--- config.mk ---
export PLATFORM = sky130hd
export DESIGN_NAME = pwm_fade_sequencer
export DESIGN_NICKNAME = d
export VERILOG_FILES = /design/src/rtl/pwm_fade_sequencer.sv
export SDC_FILE = /design/constraint.sdc
export NUM_CORES = 1
export LEC_CHECK = 0
export CORE_MARGIN = 1.5
export CORE_UTILIZATION = 52
export DETAILED_ROUTE_END_ITERATION = 12
export PLACE_DENSITY = 0.75
export SYNTH_ARGS = -nofsm -noshare
export SYNTH_HDL_FRONTEND = slang
export SYNTH_SLANG_ARGS = --single-unit
--- constraint.sdc ---
create_clock -name clk -period 9.61 [get_ports clk]
set_input_delay 1.922 -clock clk [delete_from_list [all_inputs] [get_ports clk]]
set_output_delay 1.922 -clock clk [all_outputs]
set_load 0.02 [all_outputs]
--- src/rtl/pwm_fade_sequencer.sv ---
// PWM duty fade sequencer: ramps duty_out toward a commanded target,
// one step per PWM period, updating only on period boundaries.
module pwm_fade_sequencer #(
  parameter int DUTY_W = 6,
  parameter int PERIOD = 32,
  parameter int STEP_W = 3
) (
  input  logic              clk,
  input  logic              rst,
  input  logic              cmd_valid,
  output logic              cmd_ready,
  input  logic [DUTY_W-1:0] cmd_target,
  input  logic [STEP_W-1:0] cmd_step,
  input  logic              abort,
  output logic [DUTY_W-1:0] duty_out,
  output logic              period_start,
  output logic              busy,
  output logic              done
);

  localparam int PW = (PERIOD > 2) ? $clog2(PERIOD) : 1;

  typedef enum logic {IDLE, RAMP} state_t;

  state_t            state;
  logic [PW-1:0]     pcnt;
  logic [DUTY_W-1:0] target;
  logic [STEP_W-1:0] step;
  logic              boundary;
  logic [DUTY_W:0]   duty_x;
  logic [DUTY_W:0]   tgt_x;
  logic [DUTY_W:0]   step_x;
  logic [DUTY_W:0]   up_sum;
  logic [DUTY_W:0]   dn_gap;
  logic [DUTY_W:0]   next_duty;

  assign boundary     = (pcnt == PW'(PERIOD - 1));
  assign period_start = (pcnt == '0);
  assign cmd_ready    = (state == IDLE);
  assign busy         = (state == RAMP);

  // One extra bit of headroom so the clamp compares never wrap
  always_comb begin
    duty_x    = {1'b0, duty_out};
    tgt_x     = {1'b0, target};
    step_x    = (DUTY_W + 1)'(step);
    up_sum    = duty_x + step_x;
    dn_gap    = duty_x - tgt_x;
    next_duty = duty_x;
    if (duty_x < tgt_x) begin
      next_duty = (up_sum > tgt_x) ? tgt_x : up_sum;
    end else if (duty_x > tgt_x) begin
      next_duty = (dn_gap <= step_x) ? tgt_x : duty_x - step_x;
    end
  end

  always_ff @(posedge clk) begin
    if (rst) begin
      pcnt     <= '0;
      state    <= IDLE;
      duty_out <= '0;
      done     <= 1'b0;
      target   <= '0;
      step     <= '0;
    end else begin
      pcnt <= boundary ? '0 : pcnt + PW'(1);
      done <= 1'b0;
      unique case (state)
        IDLE: begin
          if (cmd_valid) begin
            target <= cmd_target;
            step   <= (cmd_step == '0) ? STEP_W'(1) : cmd_step;
            state  <= RAMP;
          end
        end
        RAMP: begin
          if (abort) begin
            state <= IDLE;
          end else if (boundary) begin
            duty_out <= next_duty[DUTY_W-1:0];
            if (next_duty[DUTY_W-1:0] == target) begin
              done  <= 1'b1;
              state <= IDLE;
            end
          end
        end
        default: state <= IDLE;
      endcase
    end
  end

endmodule

# Word-level counts from Yosys, hierarchy flattened
# Cells that the tools add are included.
# word_totals
regBits	22
latch_bits	0
mem_bits_rw	0
rom_bits	0
inputBits	13
output_inout_bits	10
word_cells	36
n_memories	0
# op_classes
n_addsub	4
multipliers	0
n_div	0
n_lt_le_gt_ge	4
n_eq_ne	2
shifts	0
mux	11
bitwise	3
n_reduce_logical	6
# op_table
cell	count
$mux 6	4
$add 6x3->7	1
$gt 7x6->1	1
$le 7x3->1	1
$sub 6x6->7	1
$eq 6x6->1	1
$gt 6x6->1	1
$lt 6x6->1	1
$sub 6x3->6	1
$add 5x1->5 const B	1
$eq 5x5->1 const B	1
$logic_not 5->1	1
$mux 1	5
$reduce_or 4->1	1
$logic_not 3->1	1
$mux 3	1
$not 1->1	3
$reduce_and 3->1	1
$pmux 1 s2	1
$reduce_and 2->1	1
$reduce_or 2->1	1

# Longest topological paths before layout
# depth
ltp_word	10
ltp_mapped	16
ltp_nobuf	15

# Least setup slack after synthesis
# OpenSTA, ideal clock, no wires.
# synth_timing
path_type	register to register
from	reg duty_out[1]
to	reg state (netlist: busy)
setup_time_ns	0.143
arrival_ns	3.677
required_ns	9.467
path_slack_ns	5.790
path_stages_with_launch	16
n_path_buf	1
period_less_slack_ns	3.820
path_cell_list	dfxtp_1 inv_1 fa_1 o21bai_1 nand2_1 xnor2_1 ha_1 nand3_1 a21o_1 a31oi_1 clkbuf_1 o32ai_1 a221oi_2 o211ai_1 a2111oi_4 a41oi_1
# synth_between
elab_chain_len	10
word_cells_on_any_way	16
cone_classes	add/sub: 3; order compare: 4; eq/ne: 1; mux: 8
# synth_lines
item	line_no	source
start, declared	15	output logic [DUTY_W-1:0] duty_out,
start signal, assigned	80	duty_out <= next_duty[DUTY_W-1:0];
$sub 6x6->7	48	dn_gap = duty_x - tgt_x;
$le 7x3->1	53	next_duty = (dn_gap <= step_x) ? tgt_x : duty_x - step_x;
$mux 6	53	
$mux 6	52	end else if (duty_x > tgt_x) begin
$mux 6 *	50	if (duty_x < tgt_x) begin
$eq 6x6->1 *	81	if (next_duty[DUTY_W-1:0] == target) begin
$mux 1 *	81	
$mux 1 *	79	end else if (boundary) begin
$mux 1 *	77	if (abort) begin
$pmux 1 s2 *	68	unique case (state)
end signal, assigned	73	state <= RAMP;
end signal, assigned	78	state <= IDLE;
end signal, assigned	83	state <= IDLE;
end, declared	25	state_t state;
# Mark *: on every way between the ends. The rest lies on a longest branch, timed or not.
# A chain may end at the register's enable or synchronous reset.

# Final worst setup path
# Ends and elaborated chain as after synthesis.

==> out/results.md <==
- completed — outcome
- flop to flop — worst min path class
- 22 — quantity of I/O buffers inserted on ports
- 0 — number of setup violations in the final report
- 0.0000969 V — maximum resistive drop on vdd
- 68.8 um — DIE WIDTH
- 3.22% — proportion of layout cells with a drive suffix above 1
- 328 um — wire length on met3
- 0.286 mW — post-route total power
- 2640 um — wire length the detailed router placed on met1
- 25.5% — global router's overall resource usage
- 0.111 mW — Switch Pwr
- 23 — pin count of the biggest net entering global routing
- 23 — Site Rows
- 6 — Detailed Routing Iterations Pass 1
- 0.00252 mm2 — Final Cell Area
- 0.07 ns — clock input transition at the sequential cells of the worst setup and hold paths
- 22 — flip-flop and latch count after synthesis
- flop — Crit. End Element
- 0 — antenna-violating nets left
- 19.3% — clock group share of total power
- 22 — clock tree sinks
- 0 ns — Setup TNS Final
- 68.8 um — chip height
- 0 — max-cap violations
- 8940 um — wire length of the first global-routing pass
- 2 — maximum clock path buffer count
- 0 — cts hold-fix bufs
- 1.13 ns — Worst Max-Slew Pin Slew
- 55.1% — initial core utilization
- 34.8% — part of the power in registers
- 0 — Pins Over Slew Limit
- 38.8% — Switching Share
- sky130_fd_sc_hd__dfxtp_1 — post-synthesis cell type with the largest combined area
- 358 — number of placed instances, taps included
- 9.73 ns — required time of the critical path
- 24.0% — max_slew headroom
- 240 MHz — highest attainable clock frequency
- 12.1% — Area Overhead vs Synth
- 353 — number of nets in the layout
- 11 — maximum fanout count along the critical path
- false — unrepaired setup endpoints after global routing
- 1822 — via count of the first global-routing pass
- 0.25 ns — Worst-Skew Late Latency
- 0.00225 mm2 — post-synthesis instance area
- 0 — initial antenna violation count
- 113 mW/mm2 — pwr/cell area
- 3 — total CTS buffers
- 4370 um — final HPWL from detailed placement
- 15.5 um — average detailed-routed wire length per instance
- 4.16 ns — Final Critical Period
- 0 — residual DRC count
- 2530 um — routed length on met2
- 0.925 — Routability Congestion
- 23 — Ports
- sky130_fd_sc_hd__dfxtp_1, sky130_fd_sc_hd__ha_1, sky130_fd_sc_hd__nand2_1 — ranking of synthesized cells by area
- 4.28 ns — endpoint arrival time on the critical path
- met4 — highest metal layer with signal wires
- 299 — Mapped Cells
- 0.00409 mm2 — Core ar.
- 0 — leftover overflow at the end of global routing
- 361 — Final Non-Filler Cells
- 52 — post-synthesis cell type count
- 0.00137 ns — Clock Skews
- 0 — number of gates resized after cts
- 0 — Synth Warn #
- 19.6% — share of the synthesized area in the top cell type
- sky130_fd_sc_hd__clkbuf_8 — CTS root buffer
- sky130_fd_sc_hd__nand2_1, sky130_fd_sc_hd__ha_1, sky130_fd_sc_hd__inv_1 — leading post-synthesis cells by instance count
- 5.50 ns — Placement Setup Slack
- 43.3% — crit share post-route
- 45.9% — Gate power share
- 0.00473 mm2 — die area
- 19.6% — fraction of the yosys area taken by sequential cells
- flop to flop — Worst Path Class, Setup
- flop — critical path startpoint category
- 0.993 nW — static leakage
- 149 — count of routing violations after the opening detailed-route iteration
- 0.00248 mm2 — instance area at placement
- 2178 — total via count after detailed routing
- 6.03 — routed via count divided by cell count
- 61.7% — utilization of the core after routing
- 0 — final number of hold-violating endpoints
- 339 — syn_nets
- 0 — number of antenna diodes
- sky130_fd_sc_hd__dfxtp_1 — most used flip-flop cell after synthesis
- 5.45 ns — Setup WS post-layout
- 0.175 mW — Power Internal
- 7.52 um2 — mean post-synth cell area
- 1 — number of H-tree branching levels
- 5600 um — Total Wirelength
- 0.455 ns — smallest hold slack
- 0 — setup bufs post-CTS
- 0 — count of flip-flops with a built-in enable after synthesis
- 0% — fraction of registers with async set or reset after synthesis
- sky130_fd_sc_hd__nand2_1 — most frequently used cell type in the post-synthesis netlist
- done — clock tree from TritonCTS
[critical path, stage by stage, from the launching register on]
cell and delay [ns]:
sky130_fd_sc_hd__dfxtp_1 0.53, sky130_fd_sc_hd__inv_1 0.13, sky130_fd_sc_hd__fa_1 0.46, sky130_fd_sc_hd__o21bai_1 0.26
sky130_fd_sc_hd__nand2_1 0.10, sky130_fd_sc_hd__xnor2_1 0.17, sky130_fd_sc_hd__ha_1 0.31, sky130_fd_sc_hd__nand3_1 0.11
sky130_fd_sc_hd__a21o_1 0.19, sky130_fd_sc_hd__a31oi_1 0.40, sky130_fd_sc_hd__buf_4 0.26, sky130_fd_sc_hd__o311ai_0 0.15
sky130_fd_sc_hd__a221oi_2 0.33, sky130_fd_sc_hd__o211ai_1 0.18, sky130_fd_sc_hd__a2111oi_4 0.31, sky130_fd_sc_hd__a41oi_1 0.14
[power groups by stage]
stage / clock network [mW] / logic [mW] / registers [mW]
global placement: 0 / 0.127 / 0.101
global route: 0.0601 / 0.143 / 0.100
floorplan: 0 / 0.0977 / 0.100
detailed placement: 0 / 0.128 / 0.101
finish: 0.0552 / 0.131 / 0.0995
CTS: 0.0567 / 0.128 / 0.0993
[path summary, 6_finish.rpt]
path | endpoint | start | depth (start not counted) | slack (ns)
max reg2reg | busy | duty_out[1] | 15 | 5.45
min | target[1] | target[1] | 2 | 0.46
min reg2reg | target[1] | target[1] | 2 | 0.46
max | busy | duty_out[1] | 15 | 5.45
[cell families (layout without fill, tap and decap cells)]
group                    count (synthesis)  in the layout  synth area share (%)
AO/OA/AOI/OAI                           88             88                  28.0
XOR/XNOR                                13             13                  5.06
adder cells (fa/ha/maj)                 27             27                  16.0
buffers and inverters                   38             50                  6.67
flip-flops                              22             22                  19.6
multiplexers                             4              4                  1.78
AND/OR/NAND/NOR                        107            107                  22.9
[placed cells by master, fill, tap and decap left out, types with 4 or more instances in the layout]
| cell | instances |
|---|---|
| sky130_fd_sc_hd__nor2b_1 | 5 |
| sky130_fd_sc_hd__o21ai_0 | 8 |
| sky130_fd_sc_hd__a211oi_1 | 12 |
| sky130_fd_sc_hd__xnor2_1 | 7 |
| sky130_fd_sc_hd__nand2_1 | 37 |
| sky130_fd_sc_hd__nor2_1 | 23 |
| sky130_fd_sc_hd__inv_1 | 24 |
| sky130_fd_sc_hd__nand3_1 | 9 |
| sky130_fd_sc_hd__nor3_1 | 8 |
| sky130_fd_sc_hd__o211ai_1 | 6 |
| sky130_fd_sc_hd__clkdlybuf4s50_1 | 22 |
| sky130_fd_sc_hd__a21oi_1 | 23 |
| sky130_fd_sc_hd__a31oi_1 | 4 |
| sky130_fd_sc_hd__xor2_1 | 6 |
| sky130_fd_sc_hd__nor3b_1 | 4 |
| sky130_fd_sc_hd__dfxtp_1 | 22 |
| sky130_fd_sc_hd__ha_1 | 24 |
| sky130_fd_sc_hd__a21o_1 | 7 |
| sky130_fd_sc_hd__mux2i_1 | 4 |
[routing by layer]
| layer | global-route usage (%) | vias up |
|---|---|---|
| met5 | 0 | - |
| met4 | 9.80 | 0 |
| met3 | 1.95 | 8 |
| met2 | 40.5 | 85 |
| met1 | 35.9 | 977 |
| li1 | - | 1108 |
[registers in the layout, summed over array words and instances (netlist names)]
| signal | cells |
|---|---|
| done | 1 |
| step | 3 |
| pcnt | 5 |
| duty_out | 6 |
| busy | 1 |
| target | 6 |
[area by class of cell]
class | count | area [um2]
Tap cell | 50 | 62.6
Multi-Input combinational cell | 239 | 1660
Timing Repair Buffer | 23 | 228
Sequential cell | 22 | 440
Fill cell | 392 | 1570
Inverter | 24 | 90.1
Clock buffer | 3 | 41.3
Note: power is estimated with default switching activity, not from simulation.
